==> config.mk <==
export PLATFORM = sky130hd
export DESIGN_NAME = uart_tx_arbiter_flat
export DESIGN_NICKNAME = d
export VERILOG_FILES = /design/src/rtl/uart_tx_arbiter_if.sv /design/src/rtl/uart_tx_arbiter.sv /design/src/flat_wrapper.sv
export SDC_FILE = /design/constraint.sdc
export NUM_CORES = 1
export LEC_CHECK = 0
export CAP_MARGIN = 20
export CORE_AREA = 4 4 91 59
export CTS_BUF_LIST = sky130_fd_sc_hd__clkbuf_2 sky130_fd_sc_hd__clkbuf_4 sky130_fd_sc_hd__clkbuf_8
export CTS_CLUSTER_DIAMETER = 120
export CTS_CLUSTER_SIZE = 30
export DETAILED_ROUTE_END_ITERATION = 8
export DIE_AREA = 0 0 95 63
export GPL_TIMING_DRIVEN = 0
export PLACE_DENSITY_LB_ADDON = 0.12
export SYNTH_ARGS = -nofsm -noshare
export SYNTH_HDL_FRONTEND = slang
export SYNTH_SLANG_ARGS = --single-unit
export TNS_END_PERCENT = 1
==> constraint.sdc <==
create_clock -name clk -period 4.5 [get_ports clk]
set_clock_uncertainty 0.1 [all_clocks]
set_input_delay 0.45 -clock clk [delete_from_list [all_inputs] [get_ports clk]]
set_output_delay 0.45 -clock clk [all_outputs]
set_load 0.02 [all_outputs]
==> src/rtl/uart_tx_arbiter_if.sv <==
// Bundle of the requester and transmitter signals around uart_tx_arbiter.
//   req_valid[3:0]  : per-requester byte-pending flags
//   req_data[31:0]  : requester i byte on bits [8i+7:8i]
//   req_ack[3:0]    : one-cycle capture pulse back to the granted requester
//   tx_byte[7:0]    : byte presented to the 8N1 transmitter
//   tx_send         : one-cycle start pulse to the transmitter
//   tx_done         : one-cycle completion pulse from the transmitter
//   busy            : arbiter is not idle
//   grant_id[1:0]   : current / most recent granted requester
//   timeout_err     : sticky abandoned-transfer flag
// The master modport is the environment side (requesters plus transmitter);
// the slave modport is the arbiter itself.
interface uart_tx_arbiter_if;
    logic [3:0]  req_valid;
    logic [31:0] req_data;
    logic [3:0]  req_ack;
    logic [7:0]  tx_byte;
    logic        tx_send;
    logic        tx_done;
    logic        busy;
    logic [1:0]  grant_id;
    logic        timeout_err;

    modport master (
        output req_valid, req_data, tx_done,
        input  req_ack, tx_byte, tx_send, busy, grant_id, timeout_err
    );

    modport slave (
        input  req_valid, req_data, tx_done,
        output req_ack, tx_byte, tx_send, busy, grant_id, timeout_err
    );
endinterface

==> src/rtl/uart_tx_arbiter.sv <==
// Round-robin arbiter sharing one 8N1 UART transmitter among 4 requesters,
// one byte per grant. Three-state FSM: IDLE -> SEND -> WAIT -> IDLE.
// Ports:
//   clk  : rising-edge clock
//   rst  : synchronous active-high reset
//   bus  : uart_tx_arbiter_if.slave (requester handshake + transmitter link)
// Parameter:
//   TIMEOUT : WAIT cycles without tx_done before the byte is abandoned (1..65535)
module uart_tx_arbiter #(
    parameter logic [15:0] TIMEOUT = 16'd4095
) (
    input  logic                   clk,
    input  logic                   rst,
    uart_tx_arbiter_if.slave       bus
);

    typedef enum logic [1:0] {
        IDLE = 2'd0,
        SEND = 2'd1,
        WAIT = 2'd2
    } state_t;

    state_t      state;
    logic [15:0] wait_cnt;
    logic [1:0]  last_grant;
    logic [1:0]  pick_idx;

    logic [3:0]  req_ack_r;
    logic [7:0]  tx_byte_r;
    logic        tx_send_r;
    logic        busy_r;
    logic [1:0]  grant_id_r;
    logic        timeout_err_r;

    // First set bit searching upward from last+1 with wrap. The loop walks
    // the offsets from farthest to nearest so the nearest hit overwrites.
    function automatic logic [1:0] rr_pick(input logic [3:0] valid,
                                           input logic [1:0] last);
        logic [1:0] idx;
        logic [1:0] cand;
        idx = last;
        for (int k = 4; k >= 1; k--) begin
            cand = last + k[1:0];
            if (valid[cand]) begin
                idx = cand;
            end
        end
        return idx;
    endfunction

    assign pick_idx = rr_pick(bus.req_valid, last_grant);

    always_ff @(posedge clk) begin
        if (rst) begin
            state         <= IDLE;
            wait_cnt      <= 16'd0;
            last_grant    <= 2'd3;
            req_ack_r     <= 4'b0000;
            tx_byte_r     <= 8'd0;
            tx_send_r     <= 1'b0;
            busy_r        <= 1'b0;
            grant_id_r    <= 2'd0;
            timeout_err_r <= 1'b0;
        end else begin
            case (state)
                IDLE: begin
                    if (|bus.req_valid) begin
                        state      <= SEND;
                        busy_r     <= 1'b1;
                        tx_send_r  <= 1'b1;
                        req_ack_r  <= 4'b0001 << pick_idx;
                        tx_byte_r  <= bus.req_data[{pick_idx, 3'b000} +: 8];
                        grant_id_r <= pick_idx;
                    end
                end

                SEND: begin
                    // Ack and start pulse live for this single cycle only.
                    state     <= WAIT;
                    tx_send_r <= 1'b0;
                    req_ack_r <= 4'b0000;
                    wait_cnt  <= 16'd0;
                end

                WAIT: begin
                    wait_cnt <= wait_cnt + 16'd1;
                    // wait_cnt counts completed WAIT cycles, so the cycle with
                    // wait_cnt == TIMEOUT-1 is the TIMEOUT-th and final one.
                    // Completion is tested first so it wins a tie.
                    if (bus.tx_done) begin
                        state      <= IDLE;
                        busy_r     <= 1'b0;
                        last_grant <= grant_id_r;
                    end else if (wait_cnt == TIMEOUT - 16'd1) begin
                        state         <= IDLE;
                        busy_r        <= 1'b0;
                        last_grant    <= grant_id_r;
                        timeout_err_r <= 1'b1;
                    end
                end

                default: begin
                    state     <= IDLE;
                    busy_r    <= 1'b0;
                    tx_send_r <= 1'b0;
                    req_ack_r <= 4'b0000;
                end
            endcase
        end
    end

    assign bus.req_ack     = req_ack_r;
    assign bus.tx_byte     = tx_byte_r;
    assign bus.tx_send     = tx_send_r;
    assign bus.busy        = busy_r;
    assign bus.grant_id    = grant_id_r;
    assign bus.timeout_err = timeout_err_r;

endmodule

==> src/flat_wrapper.sv <==
// flat-port wrapper written by rule: the top's interface ports become plain ports
module uart_tx_arbiter_flat 
#(
    parameter logic [15:0] TIMEOUT = 16'd4095
)
  (clk, rst, bus_req_valid, bus_req_data, bus_tx_done, bus_req_ack, bus_tx_byte, bus_tx_send, bus_busy, bus_grant_id, bus_timeout_err);
  uart_tx_arbiter_if bus_i ();
  input  logic clk;
  input  logic rst;
  input wire logic [$bits(bus_i.req_valid)-1:0] bus_req_valid;
  input wire logic [$bits(bus_i.req_data)-1:0] bus_req_data;
  input wire logic [$bits(bus_i.tx_done)-1:0] bus_tx_done;
  output wire logic [$bits(bus_i.req_ack)-1:0] bus_req_ack;
  output wire logic [$bits(bus_i.tx_byte)-1:0] bus_tx_byte;
  output wire logic [$bits(bus_i.tx_send)-1:0] bus_tx_send;
  output wire logic [$bits(bus_i.busy)-1:0] bus_busy;
  output wire logic [$bits(bus_i.grant_id)-1:0] bus_grant_id;
  output wire logic [$bits(bus_i.timeout_err)-1:0] bus_timeout_err;
  assign bus_i.req_valid = bus_req_valid;
  assign bus_i.req_data = bus_req_data;
  assign bus_i.tx_done = bus_tx_done;
  assign bus_req_ack = bus_i.req_ack;
  assign bus_tx_byte = bus_i.tx_byte;
  assign bus_tx_send = bus_i.tx_send;
  assign bus_busy = bus_i.busy;
  assign bus_grant_id = bus_i.grant_id;
  assign bus_timeout_err = bus_i.timeout_err;
  uart_tx_arbiter #(.TIMEOUT(TIMEOUT)) u_core (.clk(clk), .rst(rst), .bus(bus_i));
endmodule
# [After elaboration in Yosys (flattened, before gate mapping)]
# Index checks and enable logic that the tools add are counted.
[totals] regBits=37 in_bits=39 out_inout_bits=17 wordCells=59
[op_classes] add_sub_neg=4 order_cmp=3 n_eq_ne=5 n_shift=2 muxes=23 bitwise_logic=3 n_reduce_logical=10
[ops] cell="$pmux W16 S2" count=1
[ops] cell="$shiftx A32 B6 Y8" count=1
[ops] cell="$add A16 B1 Y16 const B" count=1
[ops] cell="$eq A16 B12 Y1 const B" count=1
[ops] cell="$mux W2" count=8
[ops] cell="$lt A2 B3 Y1 const B" count=3
[ops] cell="$pmux W4 S2" count=1
[ops] cell="$reduce_and A2 Y1" count=4
[ops] cell="$bmux W1 S2" count=3
[ops] cell="$mux W1" count=6
[ops] cell="$pmux W2 S3" count=1
[ops] cell="$reduce_and A3 Y1" count=2
[ops] cell="$add A2 B2 Y2 const B" count=2
[ops] cell="$mux W4" count=1
[ops] cell="$reduce_bool A2 Y1" count=2
[ops] cell="$reduce_or A4 Y1" count=1
[ops] cell="$shl A1 B2 Y4 const A" count=1
[ops] cell="$ne A3 B2 Y1 const B" count=1
[ops] cell="$not A1 Y1" count=3
[ops] cell="$pmux W1 S3" count=1
[ops] cell="$add A2 B1 Y2 const B" count=1
[ops] cell="$eq A2 B1 Y1 const B" count=1
[ops] cell="$eq A2 B2 Y1 const B" count=1
[ops] cell="$logic_not A2 Y1" count=1
[ops] cell="other kinds (2)" count=2

# [Longest topological paths before layout]
[depth] word_depth=9 mapped_depth=8 depth_no_buf=7

# [Least setup slack after synthesis]
# No wires, ideal clock.
[synth_path] kind="flip-flop to flip-flop" startpoint="register u_core.state[0]" endpoint="register u_core.wait_cnt[14]" setup_ps=128 arrival_ps=1633 required_time_ps=4272 slack_ps=2640 path_stages_with_launch=9 n_path_buf=1 period_less_slack_ps=1860 path_cell_list="dfxtp_1 -> inv_1 -> ha_1 -> clkbuf_1 -> nand2_1 -> nor3_1 -> nand3_1 -> xor2_1 -> nor2_1"
[synth_between] elab_chain_len=2 elab_cells_between_ends=4 cone_classes="eq/ne (2); mux (1); reduce/logical (1)"
[synth_lines] element="start, declared" line="uart_tx_arbiter.sv:23" source="state_t state;"
[synth_lines] element="start signal, assigned" line="uart_tx_arbiter.sv:55" source="state <= IDLE;"
[synth_lines] element="start signal, assigned" line="uart_tx_arbiter.sv:68" source="state <= SEND;"
[synth_lines] element="start signal, assigned" line="uart_tx_arbiter.sv:79" source="state <= WAIT;"
[synth_lines] element="$eq A2 B2 Y1 / $eq A2 B1 Y1 (equally long branches)" line="uart_tx_arbiter.sv:65" source="case (state)"
[synth_lines] element="$pmux W16 S2 / $reduce_bool A2 Y1 (equally long branches)"
[synth_lines] element="end signal, assigned" line="uart_tx_arbiter.sv:86" source="wait_cnt <= wait_cnt + 16'd1;"
[synth_lines] element="end, declared" line="uart_tx_arbiter.sv:24" source="logic [15:0] wait_cnt;"
# Several ways; a longest one is shown, not always the timed one.
# A chain may end at the register's enable or synchronous reset.

# [Worst setup path in the final report]
[layout_path] startpoint="register u_core.state[0]" endpoint="register u_core.wait_cnt[15]"
# Same word-level chain as after synthesis.

==> flow_summary.yaml <==
detailed_routing:
  postRouteAntennaNets: 0
  wl_per_cell_um: 14.2
  vias: 1760
  drtPass1Iterations: 4
  avgViaCountPerCell: 5.10
  routed_wl_um: 4900
  first_iter_violations: 73
  drc: 0
finish:
  seqCellArea_um2: 741
  antennaDiodeCount: 0
  finish.utilization: 0.602
  synthToLayoutAreaGrowth_pct: 36.3
  final.fill_count: 410
  design_area_um2: 2690
  drive_gt1_frac: 0.0887
  multi_input_area_um2: 1120
  stdcell_count: 345
  fin_nets: 326
placement:
  dp_slack_ns: 2.00
  dp.cells: 337
  gp_congestion: 0.841
  post-dp-hpwl_um: 3810
  io_buffers: 55
  place_area_um2: 2600
sta:
  worst_pin_slew_ns: 0.693
  fin_crit_sh: 0.493
  hold_ws_ns: 0.371
  setup_tns_ns: 0
  clock.fmax_mhz: 451
  hold_viol: 0
  slew_headroom: 0.535
  period_needed_ns: 2.22
  slew_violations: 0
  setup_viol: 0
  rsz0062_at_grt: "no"
  timing.final.ws_setup_ns: 2.28
grt:
  grt_pass1_wl_um: 8170
  grt_max_degree: 12
  grt_pass1_vias: 1687
  grt.total_usage: 0.175
  globalRouteOverflowTotal: 0
  antenna_found_initial: 0
cts:
  clockBufferDepth: 2
  cts_setup_buffers: 0
  cts_tree: "built"
  cts_made_buffers: 5
  clock-root-buffer: "clkbuf_8"
  cts-htree-levels: 2
  holdBufCountCts: 0
  numClockSinks: 37
  clkLatencyLatePin_ns: 0.29
  ctsResizeCount: 0
  clk_pin_slew_worst_paths_ns: 0.08
synth:
  synth.net_count: 264
  synth_area_um2: 1970
  ys_seq_elements: 37
  synth_cell_type_count: 38
  synthArstFlopShare: 0
  syn_area_per_cell_um2: 9.01
  synth-main-ff-cell: "dfxtp_1"
  seq_area_frac_synth: 0.375
  synth_edf_count: 0
  yosysWarnings: 0
  synth_cells: 219
pwr:
  total_power_mw: 0.872
  peakVddDrop_mv: 0.208
  power_density_nw_per_um2: 324
  p_leak_nw: 1.02
hold_path:
  worstHoldPathType: "register to register"
die:
  core_area_um2: 4470
  start_util: 0.441
  die_w_um: 95
  fp-row-count: 19
  fp.dieArea_um2: 5990
  die_h_um: 63
  pin_count: 56
worst_setup_path:
  cp.required_ns: 4.58
  cp_slowest_cell: "dfxtp_1"
  critPathMaxFanout: 8
  worstPathCellList: "inv_1 -> ha_1 -> clkbuf_1 -> nand3_1 -> nor3_1 -> nand4_1 -> xor2_1 -> nor2_1"
  end_kind: "register"
  crit_arrival_ns: 2.30
  critical_path.max_stage_delay_ns: 0.38
  cp-start-kind: "register"
  worstSetupPathType: "register to register"
status:
  status: "finished clean"
flow_run:
  max-cap-violations: 0
[critical path: cells and delay by family (launching register included)]
family / cells / cell delay (ns)
simple gates: 4 / 0.80
xor+xnor: 1 / 0.15
fa+ha+maj: 1 / 0.28
buf+inv: 2 / 0.39
flops: 1 / 0.38
[where the power goes]
part,internal [mW],switching [mW],total (mW)
sequential,0.355,0.0193,0.374
combinational,0.128,0.136,0.265
clock,0.113,0.120,0.234
total,0.597,0.275,0.872
[logic make-up (layout without fill, tap and decap cells)]
group,count (synthesis),count (layout),share of synthesized area
AND/OR/NAND/NOR,78,78,0.197
flip-flops,37,37,0.375
adder cells (fa/ha/maj),6,6,0.0380
AO/OA/AOI/OAI,54,54,0.222
XOR/XNOR,14,14,0.0621
buffers and inverters,20,83,0.0552
multiplexers,10,10,0.0507
[registers in the layout, summed over array words and instances, names as in the netlist]
name                    count
u_core.bus.busy             1
u_core.state                2
u_core.bus.grant_id         2
u_core.bus.tx_byte          8
u_core.wait_cnt            16
u_core.last_grant           2
u_core.bus.tx_send          1
u_core.bus.timeout_err      1
u_core.bus.req_ack          4
[cells in the final DEF (no fill, tap or decap), types with 9 or more instances in the layout]
| master | synthesis | routed |
|---|---|---|
| nor2_1 | 32 | 32 |
| inv_1 | 12 | 12 |
| xor2_1 | 10 | 10 |
| dfxtp_1 | 37 | 37 |
| a211oi_1 | 10 | 10 |
| nand2_1 | 11 | 11 |
| clkdlybuf4s50_1 | 0 | 55 |
| mux2i_1 | 10 | 10 |
| a21oi_1 | 9 | 9 |
[worst paths after layout]
check                             start                    end  slack (ns)  cells past startpoint
setup / recovery        u_core.state[0]    u_core.wait_cnt[15]        2.28                      8
hold / removal    u_core.bus.req_ack[1]  u_core.bus.req_ack[1]        0.37                      2
hold reg to reg   u_core.bus.req_ack[1]  u_core.bus.req_ack[1]        0.37                      2
setup reg to reg        u_core.state[0]    u_core.wait_cnt[15]        2.28                      8
[cell usage after synthesis (all sizes together), types with 5 or more instances]
cell type   n  area (um2)
dfxtp      37         741
nor2       32         120
a211oi     18         175
inv        12        45.0
nand2      11        41.3
mux2i      10         100
xor2       10        87.6
a21oi       9        45.0
a31oi       8        50.1
o21bai      8        60.1
ha          6        75.1
nand4       6        37.5
clkbuf      5        18.8
nand3       5        25.0
nor3        5        30.0
[final cells by class]
cell class,count,area share
buffer,8,0.0237
multi-input combinational,162,0.418
tap,63,0.0293
timing repair buffer,55,0.205
clock inverter,2,0.00372
sequential,37,0.275
inverter,12,0.0168
clock buffer,6,0.0284
[per-layer routing]
metal  GRT usage  routed length [um]  vias to the layer above
li1            -                   -                      903
met1       0.253                2510                      812
met2       0.256                2100                       38
met3      0.0481                 241                        7
met4      0.0432                  51                        0
met5           0                   0                        -
Power figures use the tool's default switching activity.
